File: src/rtl/npu_launch_seq_if.sv
// AXI4-Lite bus bundle between the NPU launch sequencer (master) and the
// NPU control/status register bank (slave).
//
// Signals (named from the master's point of view):
//   awaddr/awvalid/awready        write-address channel
//   wdata/wstrb/wvalid/wready     write-data channel
//   bresp/bvalid/bready           write-response channel
//   araddr/arvalid/arready        read-address channel
//   rdata/rresp/rvalid/rready     read-data channel
// Modports: master (sequencer side) and slave (register bank side).
interface npu_launch_seq_if #(
  parameter int LITE_ADDR_W = 32,
  parameter int LITE_DATA_W = 32,
  parameter int LITE_STRB_W = 4
);
  logic [LITE_ADDR_W-1:0] awaddr;
  logic                   awvalid;
  logic                   awready;
  logic [LITE_DATA_W-1:0] wdata;
  logic [LITE_STRB_W-1:0] wstrb;
  logic                   wvalid;
  logic                   wready;
  logic [1:0]             bresp;
  logic                   bvalid;
  logic                   bready;
  logic [LITE_ADDR_W-1:0] araddr;
  logic                   arvalid;
  logic                   arready;
  logic [LITE_DATA_W-1:0] rdata;
  logic [1:0]             rresp;
  logic                   rvalid;
  logic                   rready;

  modport master (
    output awaddr, awvalid, wdata, wstrb, wvalid, bready, araddr, arvalid, rready,
    input  awready, wready, bresp, bvalid, arready, rdata, rresp, rvalid
  );

  modport slave (
    input  awaddr, awvalid, wdata, wstrb, wvalid, bready, araddr, arvalid, rready,
    output awready, wready, bresp, bvalid, arready, rdata, rresp, rvalid
  );
endinterface

File: src/rtl/npu_launch_seq.sv
// NPU job launch sequencer. Accepts one job descriptor, programs the NPU
// register bank over AXI4-Lite (UCODE_BASE, UCODE_LEN, SEQ_LEN, TOKEN_IDX,
// then CTRL.START), polls STATUS until done/error/timeout and hands back a
// completion record. One job in flight at a time.
//
// Ports:
//   clk, rst_n           clock, asynchronous active-low reset
//   job_valid/job_ready  job descriptor handshake
//   job_ucode_base, job_ucode_len, job_seq_len, job_token_idx  descriptor fields
//   m_axil               AXI4-Lite master bus (npu_launch_seq_if.master)
//   cmpl_valid/cmpl_ready completion handshake
//   cmpl_status          0=OK 1=NPU error 2=AXI error 3=timeout
//   cmpl_polls           STATUS reads issued for this job (saturating)
//   busy_o               high whenever the sequencer is not idle
module npu_launch_seq #(
  parameter int unsigned POLL_GAP    = 16,
  parameter int unsigned TIMEOUT_CYC = 1_000_000,
  parameter int          LITE_ADDR_W = 32,
  parameter int          LITE_DATA_W = 32,
  parameter int          LITE_STRB_W = 4
) (
  input  logic                   clk,
  input  logic                   rst_n,
  input  logic                   job_valid,
  output logic                   job_ready,
  input  logic [31:0]            job_ucode_base,
  input  logic [31:0]            job_ucode_len,
  input  logic [31:0]            job_seq_len,
  input  logic [31:0]            job_token_idx,
  npu_launch_seq_if.master       m_axil,
  output logic                   cmpl_valid,
  input  logic                   cmpl_ready,
  output logic [1:0]             cmpl_status,
  output logic [15:0]            cmpl_polls,
  output logic                   busy_o
);

  localparam logic [1:0]  RESP_OKAY      = 2'b00;
  localparam logic [1:0]  ST_OK          = 2'd0;
  localparam logic [1:0]  ST_NPU_ERR     = 2'd1;
  localparam logic [1:0]  ST_AXI_ERR     = 2'd2;
  localparam logic [1:0]  ST_TIMEOUT     = 2'd3;
  localparam int          CTRL_START     = 0;
  localparam logic [7:0]  REG_CTRL       = 8'h00;
  localparam logic [7:0]  REG_STATUS     = 8'h04;
  localparam logic [7:0]  REG_UCODE_BASE = 8'h08;
  localparam logic [7:0]  REG_UCODE_LEN  = 8'h0C;
  localparam logic [7:0]  REG_SEQ_LEN    = 8'h2C;
  localparam logic [7:0]  REG_TOKEN_IDX  = 8'h30;
  localparam logic [15:0] GAP_INIT       = 16'(POLL_GAP);
  localparam logic [31:0] TMO_LIMIT      = 32'(TIMEOUT_CYC);

  typedef enum logic [2:0] {
    S_IDLE, S_WR_REQ, S_WR_RESP, S_POLL_WAIT, S_RD_REQ, S_RD_RESP, S_CMPL
  } state_t;

  state_t      state_q, state_d;
  logic [2:0]  wr_idx_q;
  logic [31:0] base_q, len_q, seq_q, tok_q;
  logic        aw_done_q, w_done_q;
  logic [15:0] gap_q;
  logic [31:0] tmo_q;
  logic [15:0] polls_q;
  logic [1:0]  status_q, status_d;
  logic        out_of_reset_q;
  logic        reload_gap;
  logic [7:0]  wr_addr;
  logic [31:0] wr_data;
  logic        aw_hs, w_hs, wr_accept, tmo_expired, polling;
  logic        unused_rdata;

  // Only the done and error bits of STATUS matter to the sequencer.
  assign unused_rdata = ^{m_axil.rdata[LITE_DATA_W-1:3], m_axil.rdata[1]};

  assign aw_hs       = (state_q == S_WR_REQ) && !aw_done_q && m_axil.awready;
  assign w_hs        = (state_q == S_WR_REQ) && !w_done_q && m_axil.wready;
  assign wr_accept   = (aw_done_q || aw_hs) && (w_done_q || w_hs);
  assign tmo_expired = (tmo_q >= TMO_LIMIT);
  assign polling     = (state_q == S_POLL_WAIT) || (state_q == S_RD_REQ) ||
                       (state_q == S_RD_RESP);
  assign cmpl_status = status_q;
  assign cmpl_polls  = polls_q;
  assign busy_o      = (state_q != S_IDLE);

  // Register write sequence: address/data chosen by the write index.
  always_comb begin
    wr_addr = REG_CTRL;
    wr_data = 32'h1 << CTRL_START;
    case (wr_idx_q)
      3'd0: begin wr_addr = REG_UCODE_BASE; wr_data = base_q; end
      3'd1: begin wr_addr = REG_UCODE_LEN;  wr_data = len_q;  end
      3'd2: begin wr_addr = REG_SEQ_LEN;    wr_data = seq_q;  end
      3'd3: begin wr_addr = REG_TOKEN_IDX;  wr_data = tok_q;  end
      default: ;
    endcase
  end

  // State register; also holds job_ready low until the first clock after reset.
  always_ff @(posedge clk or negedge rst_n) begin
    if (!rst_n) begin
      state_q        <= S_IDLE;
      out_of_reset_q <= 1'b0;
    end else begin
      state_q        <= state_d;
      out_of_reset_q <= 1'b1;
    end
  end

  // Next-state and bus outputs. Timeout never abandons an issued AR; a
  // returning R beat is always decoded before the timeout is honoured.
  always_comb begin
    state_d        = state_q;
    status_d       = status_q;
    reload_gap     = 1'b0;
    job_ready      = 1'b0;
    cmpl_valid     = 1'b0;
    m_axil.awvalid = 1'b0;
    m_axil.wvalid  = 1'b0;
    m_axil.bready  = 1'b0;
    m_axil.arvalid = 1'b0;
    m_axil.rready  = 1'b0;
    m_axil.awaddr  = LITE_ADDR_W'(wr_addr);
    m_axil.wdata   = LITE_DATA_W'(wr_data);
    m_axil.wstrb   = '1;
    m_axil.araddr  = LITE_ADDR_W'(REG_STATUS);
    case (state_q)
      S_IDLE: begin
        job_ready = out_of_reset_q;
        if (job_valid && out_of_reset_q) state_d = S_WR_REQ;
      end
      S_WR_REQ: begin
        m_axil.awvalid = !aw_done_q;
        m_axil.wvalid  = !w_done_q;
        if (wr_accept) state_d = S_WR_RESP;
      end
      S_WR_RESP: begin
        m_axil.bready = 1'b1;
        if (m_axil.bvalid) begin
          if (m_axil.bresp != RESP_OKAY) begin
            status_d = ST_AXI_ERR;
            state_d  = S_CMPL;
          end else if (wr_idx_q < 3'd4) begin
            state_d = S_WR_REQ;
          end else begin
            state_d = S_POLL_WAIT;
          end
        end
      end
      S_POLL_WAIT: begin
        if (tmo_expired) begin
          status_d = ST_TIMEOUT;
          state_d  = S_CMPL;
        end else if (gap_q <= 16'd1) begin
          state_d = S_RD_REQ;
        end
      end
      S_RD_REQ: begin
        m_axil.arvalid = 1'b1;
        if (m_axil.arready) state_d = S_RD_RESP;
      end
      S_RD_RESP: begin
        m_axil.rready = 1'b1;
        if (m_axil.rvalid) begin
          state_d = S_CMPL;
          if (m_axil.rresp != RESP_OKAY)  status_d = ST_AXI_ERR;
          else if (m_axil.rdata[2])       status_d = ST_NPU_ERR;
          else if (m_axil.rdata[0])       status_d = ST_OK;
          else if (tmo_expired)           status_d = ST_TIMEOUT;
          else begin
            state_d    = S_POLL_WAIT;
            reload_gap = 1'b1;
          end
        end
      end
      S_CMPL: begin
        cmpl_valid = 1'b1;
        if (cmpl_ready) state_d = S_IDLE;
      end
      default: state_d = S_IDLE;
    endcase
  end

  // Job fields, write progress, poll gap, timeout and completion record.
  always_ff @(posedge clk or negedge rst_n) begin
    if (!rst_n) begin
      wr_idx_q  <= 3'd0;
      base_q    <= '0;
      len_q     <= '0;
      seq_q     <= '0;
      tok_q     <= '0;
      aw_done_q <= 1'b0;
      w_done_q  <= 1'b0;
      gap_q     <= '0;
      tmo_q     <= '0;
      polls_q   <= '0;
      status_q  <= ST_OK;
    end else begin
      status_q <= status_d;
      if (polling && !tmo_expired) tmo_q <= tmo_q + 32'd1;
      case (state_q)
        S_IDLE: begin
          if (job_valid && out_of_reset_q) begin
            base_q    <= job_ucode_base;
            len_q     <= job_ucode_len;
            seq_q     <= job_seq_len;
            tok_q     <= job_token_idx;
            wr_idx_q  <= 3'd0;
            aw_done_q <= 1'b0;
            w_done_q  <= 1'b0;
            polls_q   <= '0;
          end
        end
        S_WR_REQ: begin
          if (wr_accept) begin
            aw_done_q <= 1'b0;
            w_done_q  <= 1'b0;
          end else begin
            if (aw_hs) aw_done_q <= 1'b1;
            if (w_hs)  w_done_q  <= 1'b1;
          end
        end
        S_WR_RESP: begin
          if (m_axil.bvalid && m_axil.bresp == RESP_OKAY) begin
            if (wr_idx_q < 3'd4) begin
              wr_idx_q <= wr_idx_q + 3'd1;
            end else begin
              tmo_q   <= '0;
              polls_q <= '0;
              gap_q   <= GAP_INIT;
            end
          end
        end
        S_POLL_WAIT: if (gap_q != 16'd0) gap_q <= gap_q - 16'd1;
        S_RD_REQ: begin
          if (m_axil.arready && polls_q != 16'hFFFF) polls_q <= polls_q + 16'd1;
        end
        S_RD_RESP: if (reload_gap) gap_q <= GAP_INIT;
        default: ;
      endcase
    end
  end

endmodule

File: src/flat_wrapper.sv
// flat-port wrapper written by rule: the top's interface ports become plain ports
module npu_launch_seq_flat 
#(
  parameter int unsigned POLL_GAP    = 16,
  parameter int unsigned TIMEOUT_CYC = 1_000_000,
  parameter int          LITE_ADDR_W = 32,
  parameter int          LITE_DATA_W = 32,
  parameter int          LITE_STRB_W = 4
)
  (clk, rst_n, job_valid, job_ready, job_ucode_base, job_ucode_len, job_seq_len, job_token_idx, cmpl_valid, cmpl_ready, cmpl_status, cmpl_polls, busy_o, m_axil_awaddr, m_axil_awvalid, m_axil_wdata, m_axil_wstrb, m_axil_wvalid, m_axil_bready, m_axil_araddr, m_axil_arvalid, m_axil_rready, m_axil_awready, m_axil_wready, m_axil_bresp, m_axil_bvalid, m_axil_arready, m_axil_rdata, m_axil_rresp, m_axil_rvalid);
  npu_launch_seq_if #(.LITE_ADDR_W(LITE_ADDR_W), .LITE_DATA_W(LITE_DATA_W), .LITE_STRB_W(LITE_STRB_W)) m_axil_i ();
  input  logic clk;
  input  logic rst_n;
  input  logic job_valid;
  output logic job_ready;
  input  logic [31:0] job_ucode_base;
  input  logic [31:0] job_ucode_len;
  input  logic [31:0] job_seq_len;
  input  logic [31:0] job_token_idx;
  output logic cmpl_valid;
  input  logic cmpl_ready;
  output logic [1:0] cmpl_status;
  output logic [15:0] cmpl_polls;
  output logic busy_o;
  output wire logic [$bits(m_axil_i.awaddr)-1:0] m_axil_awaddr;
  output wire logic [$bits(m_axil_i.awvalid)-1:0] m_axil_awvalid;
  output wire logic [$bits(m_axil_i.wdata)-1:0] m_axil_wdata;
  output wire logic [$bits(m_axil_i.wstrb)-1:0] m_axil_wstrb;
  output wire logic [$bits(m_axil_i.wvalid)-1:0] m_axil_wvalid;
  output wire logic [$bits(m_axil_i.bready)-1:0] m_axil_bready;
  output wire logic [$bits(m_axil_i.araddr)-1:0] m_axil_araddr;
  output wire logic [$bits(m_axil_i.arvalid)-1:0] m_axil_arvalid;
  output wire logic [$bits(m_axil_i.rready)-1:0] m_axil_rready;
  input wire logic [$bits(m_axil_i.awready)-1:0] m_axil_awready;
  input wire logic [$bits(m_axil_i.wready)-1:0] m_axil_wready;
  input wire logic [$bits(m_axil_i.bresp)-1:0] m_axil_bresp;
  input wire logic [$bits(m_axil_i.bvalid)-1:0] m_axil_bvalid;
  input wire logic [$bits(m_axil_i.arready)-1:0] m_axil_arready;
  input wire logic [$bits(m_axil_i.rdata)-1:0] m_axil_rdata;
  input wire logic [$bits(m_axil_i.rresp)-1:0] m_axil_rresp;
  input wire logic [$bits(m_axil_i.rvalid)-1:0] m_axil_rvalid;
  assign m_axil_awaddr = m_axil_i.awaddr;
  assign m_axil_awvalid = m_axil_i.awvalid;
  assign m_axil_wdata = m_axil_i.wdata;
  assign m_axil_wstrb = m_axil_i.wstrb;
  assign m_axil_wvalid = m_axil_i.wvalid;
  assign m_axil_bready = m_axil_i.bready;
  assign m_axil_araddr = m_axil_i.araddr;
  assign m_axil_arvalid = m_axil_i.arvalid;
  assign m_axil_rready = m_axil_i.rready;
  assign m_axil_i.awready = m_axil_awready;
  assign m_axil_i.wready = m_axil_wready;
  assign m_axil_i.bresp = m_axil_bresp;
  assign m_axil_i.bvalid = m_axil_bvalid;
  assign m_axil_i.arready = m_axil_arready;
  assign m_axil_i.rdata = m_axil_rdata;
  assign m_axil_i.rresp = m_axil_rresp;
  assign m_axil_i.rvalid = m_axil_rvalid;
  npu_launch_seq #(.POLL_GAP(POLL_GAP), .TIMEOUT_CYC(TIMEOUT_CYC), .LITE_ADDR_W(LITE_ADDR_W), .LITE_DATA_W(LITE_DATA_W), .LITE_STRB_W(LITE_STRB_W)) u_core (.clk(clk), .rst_n(rst_n), .job_valid(job_valid), .job_ready(job_ready), .job_ucode_base(job_ucode_base), .job_ucode_len(job_ucode_len), .job_seq_len(job_seq_len), .job_token_idx(job_token_idx), .m_axil(m_axil_i), .cmpl_valid(cmpl_valid), .cmpl_ready(cmpl_ready), .cmpl_status(cmpl_status), .cmpl_polls(cmpl_polls), .busy_o(busy_o));
endmodule
File: config.mk
export PLATFORM = sky130hd
export DESIGN_NAME = npu_launch_seq_flat
export DESIGN_NICKNAME = d
export VERILOG_FILES = /design/src/rtl/npu_launch_seq_if.sv /design/src/rtl/npu_launch_seq.sv /design/src/flat_wrapper.sv
export SDC_FILE = /design/constraint.sdc
export NUM_CORES = 1
export LEC_CHECK = 0
export CELL_PAD_IN_SITES_DETAIL_PLACEMENT = 0
export CELL_PAD_IN_SITES_GLOBAL_PLACEMENT = 1
export CORE_AREA = 2 2 180 182
export CTS_CLUSTER_DIAMETER = 80
export CTS_CLUSTER_SIZE = 20
export DETAILED_ROUTE_END_ITERATION = 10
export DIE_AREA = 0 0 182 184
export PLACE_DENSITY_LB_ADDON = 0.2
export SLEW_MARGIN = 20
export SYNTH_ARGS = -nofsm -noshare
export SYNTH_HDL_FRONTEND = slang
export SYNTH_SLANG_ARGS = --single-unit
File: constraint.sdc
create_clock -name clk -period 2.3 [get_ports clk]
set_clock_uncertainty 0.15 [all_clocks]
set_input_delay 0.69 -clock clk [delete_from_list [all_inputs] [get_ports clk]]
set_output_delay 0.69 -clock clk [all_outputs]
set_load 0.01 [all_outputs]
==> summary.txt, run 1 <==
Outcome
  – Outcome: finished, violations left
  – Failing checks: setup timing

Route
  – Average wire per standard cell: 20.3 um
  – Pre-antenna DRT Iters: 4
  – Via count: roughly 8700
  – DRC Markers: 0
  – 1st-iter DRT viols: 458
  – Post-DRT Antenna Nets: 0
  – Detailed Route WL: 34.4 mm
  – Vias/cell: between 5 and 6

Placement
  – Placer congestion estimate: 0.804
  – Port-buffer cells: between 200 and 250
  – DP HPWL: 21.5 mm
  – Pre-CTS WS: -0.578 ns

Yosys
  – Post-synthesis instance total: around 920
  – Yosys top cell area share: 49.6%
  – Post-synth EDFFs: 0
  – Synth warn: 0
  – Top post-synthesis cells by area: dfrtp_1 50%, mux2_2 11%, buf_4 4.7%, a22oi_1 4.5%, a21oi_1 3.5%
  – Async SR Flop Fraction: between 90% and 100%
  – Synth Cell Area: between 10000 and 15000 um^2
  – Synth Flop Type: dfrtp_1
  – Post-synthesis register bit count: 203
  – Netlist cell types: 74
  – Yosys top cell by area: dfrtp_1
  – Share of the yosys chip area belonging to registers: 49.6%
  – Syn_area_per_cell: 11.1 um^2

Timing
  – Max transition margin: 66.6%
  – Min Clock Period, post-route: 2.88 ns
  – Worst-margin pin slew: 0.493 ns
  – RSZ-0062 raised after global routing: true
  – Setup tns final: -23.81 ns
  – Max Slew Vio Count: 0
  – F_max: around 350 MHz
  – Final worst slack: -0.581 ns
  – Final hold vios: 0
  – Setup violations, final: 173
  – Fin crit share: 125%

Die
  – Core area: roughly 31000 um^2
  – Die area: 33500 um^2
  – Initial Util: between 30 and 40%
  – Rows: 65
  – Die Y: 184 um
  – Width of the die: 182 um
  – Top-Level Pins: 299

Global route
  – Pin count of the biggest net entering global routing: 47
  – Vias in the first global route: about 8500
  – Met2 usage: 30.5%
  – Initial antenna violation count: 3
  – Met3 usage: 2.97%
  – Met1 usage: 25.5%
  – Total track usage: 18.5%
  – Grt total ovfl: 0
  – First-pass GRT wire length: 48.6 mm
  – GRT busiest layer: met2

Clocking
  – Max clock buf depth: 3
  – Worst-path clk slew: 0.08 ns
  – H-Tree Depth: 1
  – Root buf cell: clkbuf_16
  – Clk sinks: 203
  – CTS buffer count: 16
  – TritonCTS clock tree: yes
  – Clk_lat worst skew: 0.49 ns

Layout
  – Area Growth Syn to Fin: 57.6%
  – # fillers: between 2000 and 3000
  – Register Area: 5090 um^2
  – Layout cells sized above 1: 41.6%
  – Nets: 1463
  – Multi-input logic area: around 5800 um^2

Power and ir drop
  – Pint: 12.0 mW
  – Leak: 7.06 nW
  – Sw Share: 35.9%
  – NetSw: 6.74 mW
  – VDD IR-drop max: 0.551 mV
  – Clk pwr share: 16.3%
  – Sequential share of power: about a third
  – Pwr/cell area: 1160 nW/um^2
  – Comb pwr share: between 50% and 60%

Setup path
  – Cell family with most CP delay: buffers and inverters
  – CP Buf/Inv Count: 4
  – Critical Path AT: ~2 ns
  – Critical Path Sink Type: output pin
  – WP data required: approximately 1.5 ns
  – Cells along the critical path: buf_6 > ha_4 > buf_12 > clkbuf_16 > a22oi_1 > a21oi_2 > buf_2
  – CP max FO: 7
  – Slowest CP cell: dfrtp_1
  – Slowest stage delay, CP: 0.44 ns
  – Startpoint types: flop
  – CP Class: flop to output pin

Job
  – Maxcap violations: 0

Hold path
  – Worst min path class: flop to flop
path summary, 6_finish.rpt:
| check | start | endpoint | slack [ns] | cells past startpoint |
|---|---|---|---|---|
| max in group asynchronous | rst_n | u_core.gap_q[14] | 0.82 | 3 |
| min | u_core.tmo_q[22] | u_core.tmo_q[22] | 0.34 | 1 |
| min in group asynchronous | rst_n | u_core.base_q[8] | 0.57 | 2 |
| max | u_core.wr_idx_q[0] | m_axil_wdata[17] | -0.58 | 7 |
| min reg2reg | u_core.tmo_q[22] | u_core.tmo_q[22] | 0.34 | 1 |
| max reg2reg | u_core.state_q[1] | u_core.len_q[29] | -0.09 | 9 |
cell type report:
class	count	share of cell area, %
inverters	18	0.450
diodes	2	0.0310
repair buffers	390	25.7
well taps	402	3.12
flip-flops and latches	203	31.5
clock inverters	8	0.760
multi-input cells	651	35.7
clock buffers	18	2.72
logic make-up after synthesis:
logic type | synth area share [%]
AO/OA/AOI/OAI | 15.8
other | 0.0734
AND/OR/NAND/NOR | 11.1
buffers and inverters | 7.54
XOR/XNOR | 0.171
flip-flops | 49.6
multiplexers | 14.5
adder cells (fa/ha/maj) | 1.22
registers in the layout, indices dropped and copies added, names as in the netlist:
register	count
u_core.state_q	3
u_core.cmpl_status	2
u_core.len_q	32
u_core.base_q	32
u_core.w_done_q	1
u_core.tmo_q	32
u_core.tok_q	32
u_core.cmpl_polls	16
u_core.aw_done_q	1
u_core.seq_q	32
u_core.wr_idx_q	3
u_core.out_of_reset_q	1
u_core.gap_q	16
layer usage:
layer | wire length (um) | part of all wire, %
met5 | 27 | 0.078
met3 | 1670 | 4.8
met2 | 16300 | 47
met4 | 666 | 1.9
met1 | 15700 | 46
Yosys cell counts, types with 4 or more instances:
library cell	number
dfrtp_1	203
mux2_2	97
a21oi_1	72
buf_4	64
a22oi_1	62
nand2_1	38
nor2_1	38
mux2_1	32
clkbuf_1	26
o21ai_0	25
buf_2	20
or3_1	20
nand3_1	19
inv_1	17
and2_1	14
and3_1	11
nor4_1	11
ha_1	10
o21a_1	9
and4_1	8
nand4_1	8
nor3_1	8
o31ai_1	7
or4_1	7
a211o_1	5
a21o_1	5
o211ai_1	5
a31oi_1	4
buf_1	4
o31a_1	4
timing repair:
item                                    CTS  global route
hold endpoints to repair                  2             0
setup buffers                            26            26
gates cloned                              8            18
endpoints found under the setup margin   65           199
resized for setup                       307           214
pin swaps                                24            55
hold buffers                              1             0
stage by stage:
| step | power (mW) | area [um^2] | hold WS (ns) | utilization, % | std cells |
|---|---|---|---|---|---|
| 3_3_place_gp | 13.3 | 13500 | 0.319 | 43.0 | 1590 |
| 3_5_place_dp | 13.5 | 13500 | 0.322 | 43.0 | 1590 |
| 4_1_cts | 17.0 | 14800 | 0.344 | 47.1 | 1651 |
| 5_1_grt | 19.9 | 16100 | 0.379 | 51.4 | 1690 |
| 6_report | 18.8 | 16100 | 0.339 | 51.4 | 1692 |
| 2_1_floorplan | 9.99 | 10600 | 0.244 | - | 987 |
power groups by stage:
stage	Combinational [mW]	Clock, mW	Sequential (mW)
2_1_floorplan	4.21	0	5.78
3_3_place_gp	7.45	0	5.89
3_5_place_dp	7.53	0	5.94
4_1_cts	7.84	3.17	6.01
5_1_grt	10.3	3.31	6.33
6_report	9.57	3.06	6.15
cell usage in the layout, fill, tap and decap left out, types with 6 or more instances in the layout:
cell type / Yosys / final
inv_1: 17 / 13
buf_2: 20 / 34
nor2_4: 0 / 6
dfrtp_1: 203 / 198
a22oi_2: 1 / 61
and2_1: 14 / 13
conb_1: 2 / 65
o31ai_1: 7 / 7
a21oi_1: 72 / 42
buf_4: 64 / 103
nand4_1: 8 / 8
o21a_1: 9 / 9
mux2_4: 0 / 119
nor2_1: 38 / 29
buf_16: 0 / 6
mux2_2: 97 / 7
and4_1: 8 / 8
a21oi_2: 0 / 30
nand2_1: 38 / 35
clkbuf_16: 0 / 31
buf_8: 0 / 14
o21ai_0: 25 / 24
or3_1: 20 / 18
dlygate4sd2_1: 0 / 8
and3_1: 11 / 10
nor4_1: 11 / 7
clkdlybuf4s50_1: 0 / 147
nand3_1: 19 / 19
buf_6: 1 / 35
nor4_2: 2 / 6
nor3_1: 8 / 8
buf_12: 0 / 22
Note: power is estimated with default switching activity, not from simulation.
==> run 2: changes to the inputs <==
- CORE_AREA: 2 2 180 182 -> 5 5 166 168
- DIE_AREA: 0 0 182 184 -> 0 0 171 173
- clock period: 2.3 -> 3.4 ns (I/O delays scaled with it)
==> run 2 against run 1 <==
Effect of this change:
- the flow now finishes without violations
- clock power fell by 46%
- clock-buffer cell count did not move
- hold slack barely moved
- sequential share of layout area rose by 7.3 points
- wire length fell by 16%
- sequential power fell by 34%
- die area fell by 12%
- global-route usage rose by 0.11 points
- combinational power fell by 56%
- highest routed layer unchanged
==> summary.txt, run 2 (synthesis results as in run 1) <==
Outcome
  – Outcome: finished clean

Hold path
  – Hold path depth: 1
  – Hold Crit Start: u_core.seq_q[28]
  – Hold endpoint: u_core.seq_q[28]
  – Worst min path class: flop to flop

Layout
  – Area Growth Syn to Fin: 28.0%
  – Leading cell type in the layout, fill and taps excluded: dfrtp_1
  – Nets: 1310
  – Non-Filler Instances: 1468
  – Most frequent cells in the layout: 200 x dfrtp_1, 168 x clkdlybuf4s50_1, 97 x mux2_2
  – Layout cells sized above 1: 15.5%

Global route
  – Vias in the first global route: about 8000
  – GRT busiest layer: met2
  – Met1 usage: 26.4%
  – Met2 usage: 30.2%
  – Pin count of the biggest net entering global routing: between 80 and 90
  – Initial antenna violation count: 3
  – Total track usage: 18.6%
  – Met3 usage: about 3.2%
  – First-pass GRT wire length: 44.9 mm
  – Grt total ovfl: 0

Power and ir drop
  – VDD IR-drop max: 0.318 mV
  – Final Power: 9.93 mW
  – Leak: 5.58 nW
  – Comb pwr share: 42.3%
  – Sequential share of power: 41.0%
  – Pwr/cell area: 758 nW/um^2
  – Clk pwr share: 16.7%
  – NetSw: approximately 3.6 mW
  – Pint: 6.36 mW
  – Sw Share: 35.9%

Timing
  – Setup violations, final: 0
  – Max Slew Vio Count: 0
  – Worst-margin pin slew: 0.866 ns
  – Final worst slack: 0.110 ns
  – Hold Slack: 0.339 ns
  – Fin crit share: 96.8%
  – Min Clock Period, post-route: 3.29 ns
  – Max transition margin: about 42%
  – F_max: about 300 MHz
  – Final hold vios: 0
  – RSZ-0062 raised after global routing: true

Placement
  – Pre-CTS WS: 0.0711 ns
  – DP HPWL: 20.1 mm
  – Inst Count DP: between 1000 and 1500
  – Port-buffer cells: 204
  – Placer congestion estimate: roughly 0.77

Route
  – Vias/cell: between 5 and 6
  – 1st-iter DRT viols: 625
  – Post-DRT Antenna Nets: 0
  – Detailed Route WL: 28.8 mm
  – Average wire per standard cell: 19.6 um
  – Via count: ~7900
  – DRC Markers: 0
  – Pre-antenna DRT Iters: 5

Setup path
  – Slowest stage delay, CP: 0.57 ns
  – Startpoint types: flop
  – WP data required: about 2.2 ns
  – R2R Path End: u_core.cmpl_polls[11]
  – CP Buf/Inv Count: 2
  – Reg2reg start: u_core.wr_idx_q[2]
  – Critical Path AT: about 2.1 ns
  – Cells along the critical path: and2b_2 > nand2b_1 > inv_1 > clkdlybuf4s50_1
  – R2R depth: 6
  – Slowest CP cell: clkdlybuf4s50_1
  – CP Class: flop to output pin
  – Critical Path Sink Type: output pin
  – CP max FO: 11
  – R2R Setup Slk: about 0.64 ns
  – Cell family with most CP delay: buffers and inverters

Die
  – Width of the die: 171 um
  – Die Y: about 170 um
  – Top-Level Pins: about 300
  – Core area: between 20000 and 30000 um^2
  – Initial Util: 39.7%
  – Die area: 29600 um^2
  – Rows: 59

Clocking
  – Clk sinks: ~200
  – Worst-path clk slew: ~0.09 ns
  – Root buf cell: clkbuf_16
  – CTS buffer count: 14
  – Clk_lat worst skew: 0.48 ns
  – TritonCTS clock tree: yes
  – Max clock buf depth: 3
  – H-Tree Depth: 1

Job
  – Maxcap violations: 0
==> run 2: changes by cell type in the layout (fill, tap and decap cells not counted), moves of 30 or more <==
| cell | previous run | this run |
|---|---|---|
| a21oi_2 | 30 | 0 |
| mux2_2 | 7 | 97 |
| a21oi_1 | 42 | 72 |
| buf_2 | 34 | 0 |
| buf_4 | 103 | 20 |
| a22oi_1 | 2 | 62 |
| mux2_4 | 119 | 0 |
| a22oi_2 | 61 | 1 |
| buf_6 | 35 | 0 |
==> run 2: per-layer routing <==
layer | share of wire (%) | routed length [um]
met4 | 1.4 | 391
met5 | 0.045 | 13
met3 | 6.7 | 1920
met2 | 47 | 13500
met1 | 45 | 12900
==> run 2: layout make-up <==
cell class                      count  area [um^2]
Fill cell                        2325        12700
Sequential cell                   203         5080
Multi-Input combinational cell    651         4650
Timing Repair Buffer              239         2460
Tap cell                          335          419
Clock buffer                       18          397
Inverter                           18         67.6
Clock inverter                      2         17.5
Antenna cell                        2         5.00
==> run 2: through the flow <==
step	util [%]	setup TNS (ns)	instance area, um^2
global placement	48.7	0	12500
global route	50.9	-0.0222	13100
finish	50.9	0	13100
detailed placement	48.7	0	12500
CTS	50.4	0	13000
floorplan	-	0	10500
==> run 2: worst max-delay path by stage <==
stage	startpoint	to	slack (ns)	depth (start not counted)
after floorplan	u_core.wr_idx_q[2]	m_axil_wdata[10]	0.61	7
after global placement	m_axil_bresp[1]	u_core.cmpl_polls[11]	0.08	6
after detailed placement	m_axil_bresp[1]	u_core.cmpl_polls[11]	0.07	6
after CTS	u_core.state_q[2]	m_axil_bready	0.02	4
after global routing	u_core.wr_idx_q[1]	m_axil_wdata[0]	-0.02	6
final	u_core.state_q[2]	m_axil_bready	0.11	4
==> run 2: power groups by stage <==
stage	combinational (mW)	clock (mW)	sequential (mW)
floorplan	2.71	0	3.91
global placement	4.27	0	4.09
detailed placement	4.33	0	4.12
CTS	4.14	1.75	4.07
global route	4.64	1.82	4.21
finish	4.20	1.66	4.07
==> run 2: worst reg2reg max path: stages, from the launching register on <==
cell and delay (ns):
dfrtp_1 0.36, buf_4 0.50, and4bb_2 0.39, a221oi_1 0.11, or3_1 0.49, or4_1 0.54
a21oi_1 0.16
==> run 2: timing repair <==
item,4_1_cts,5_1_grt
gates resized for setup,42,11
setup endpoints to repair,36,24
gates cloned,0,2
hold endpoints to repair,0,0
buffers inserted,3,6
hold buffers,0,0
pin swaps,1,1
==> run 3: changes to the inputs <==
- CAP_MARGIN: not set -> 20
==> results of run 3 <==
Final layout, timing and power as in run 2 (identical DEF).
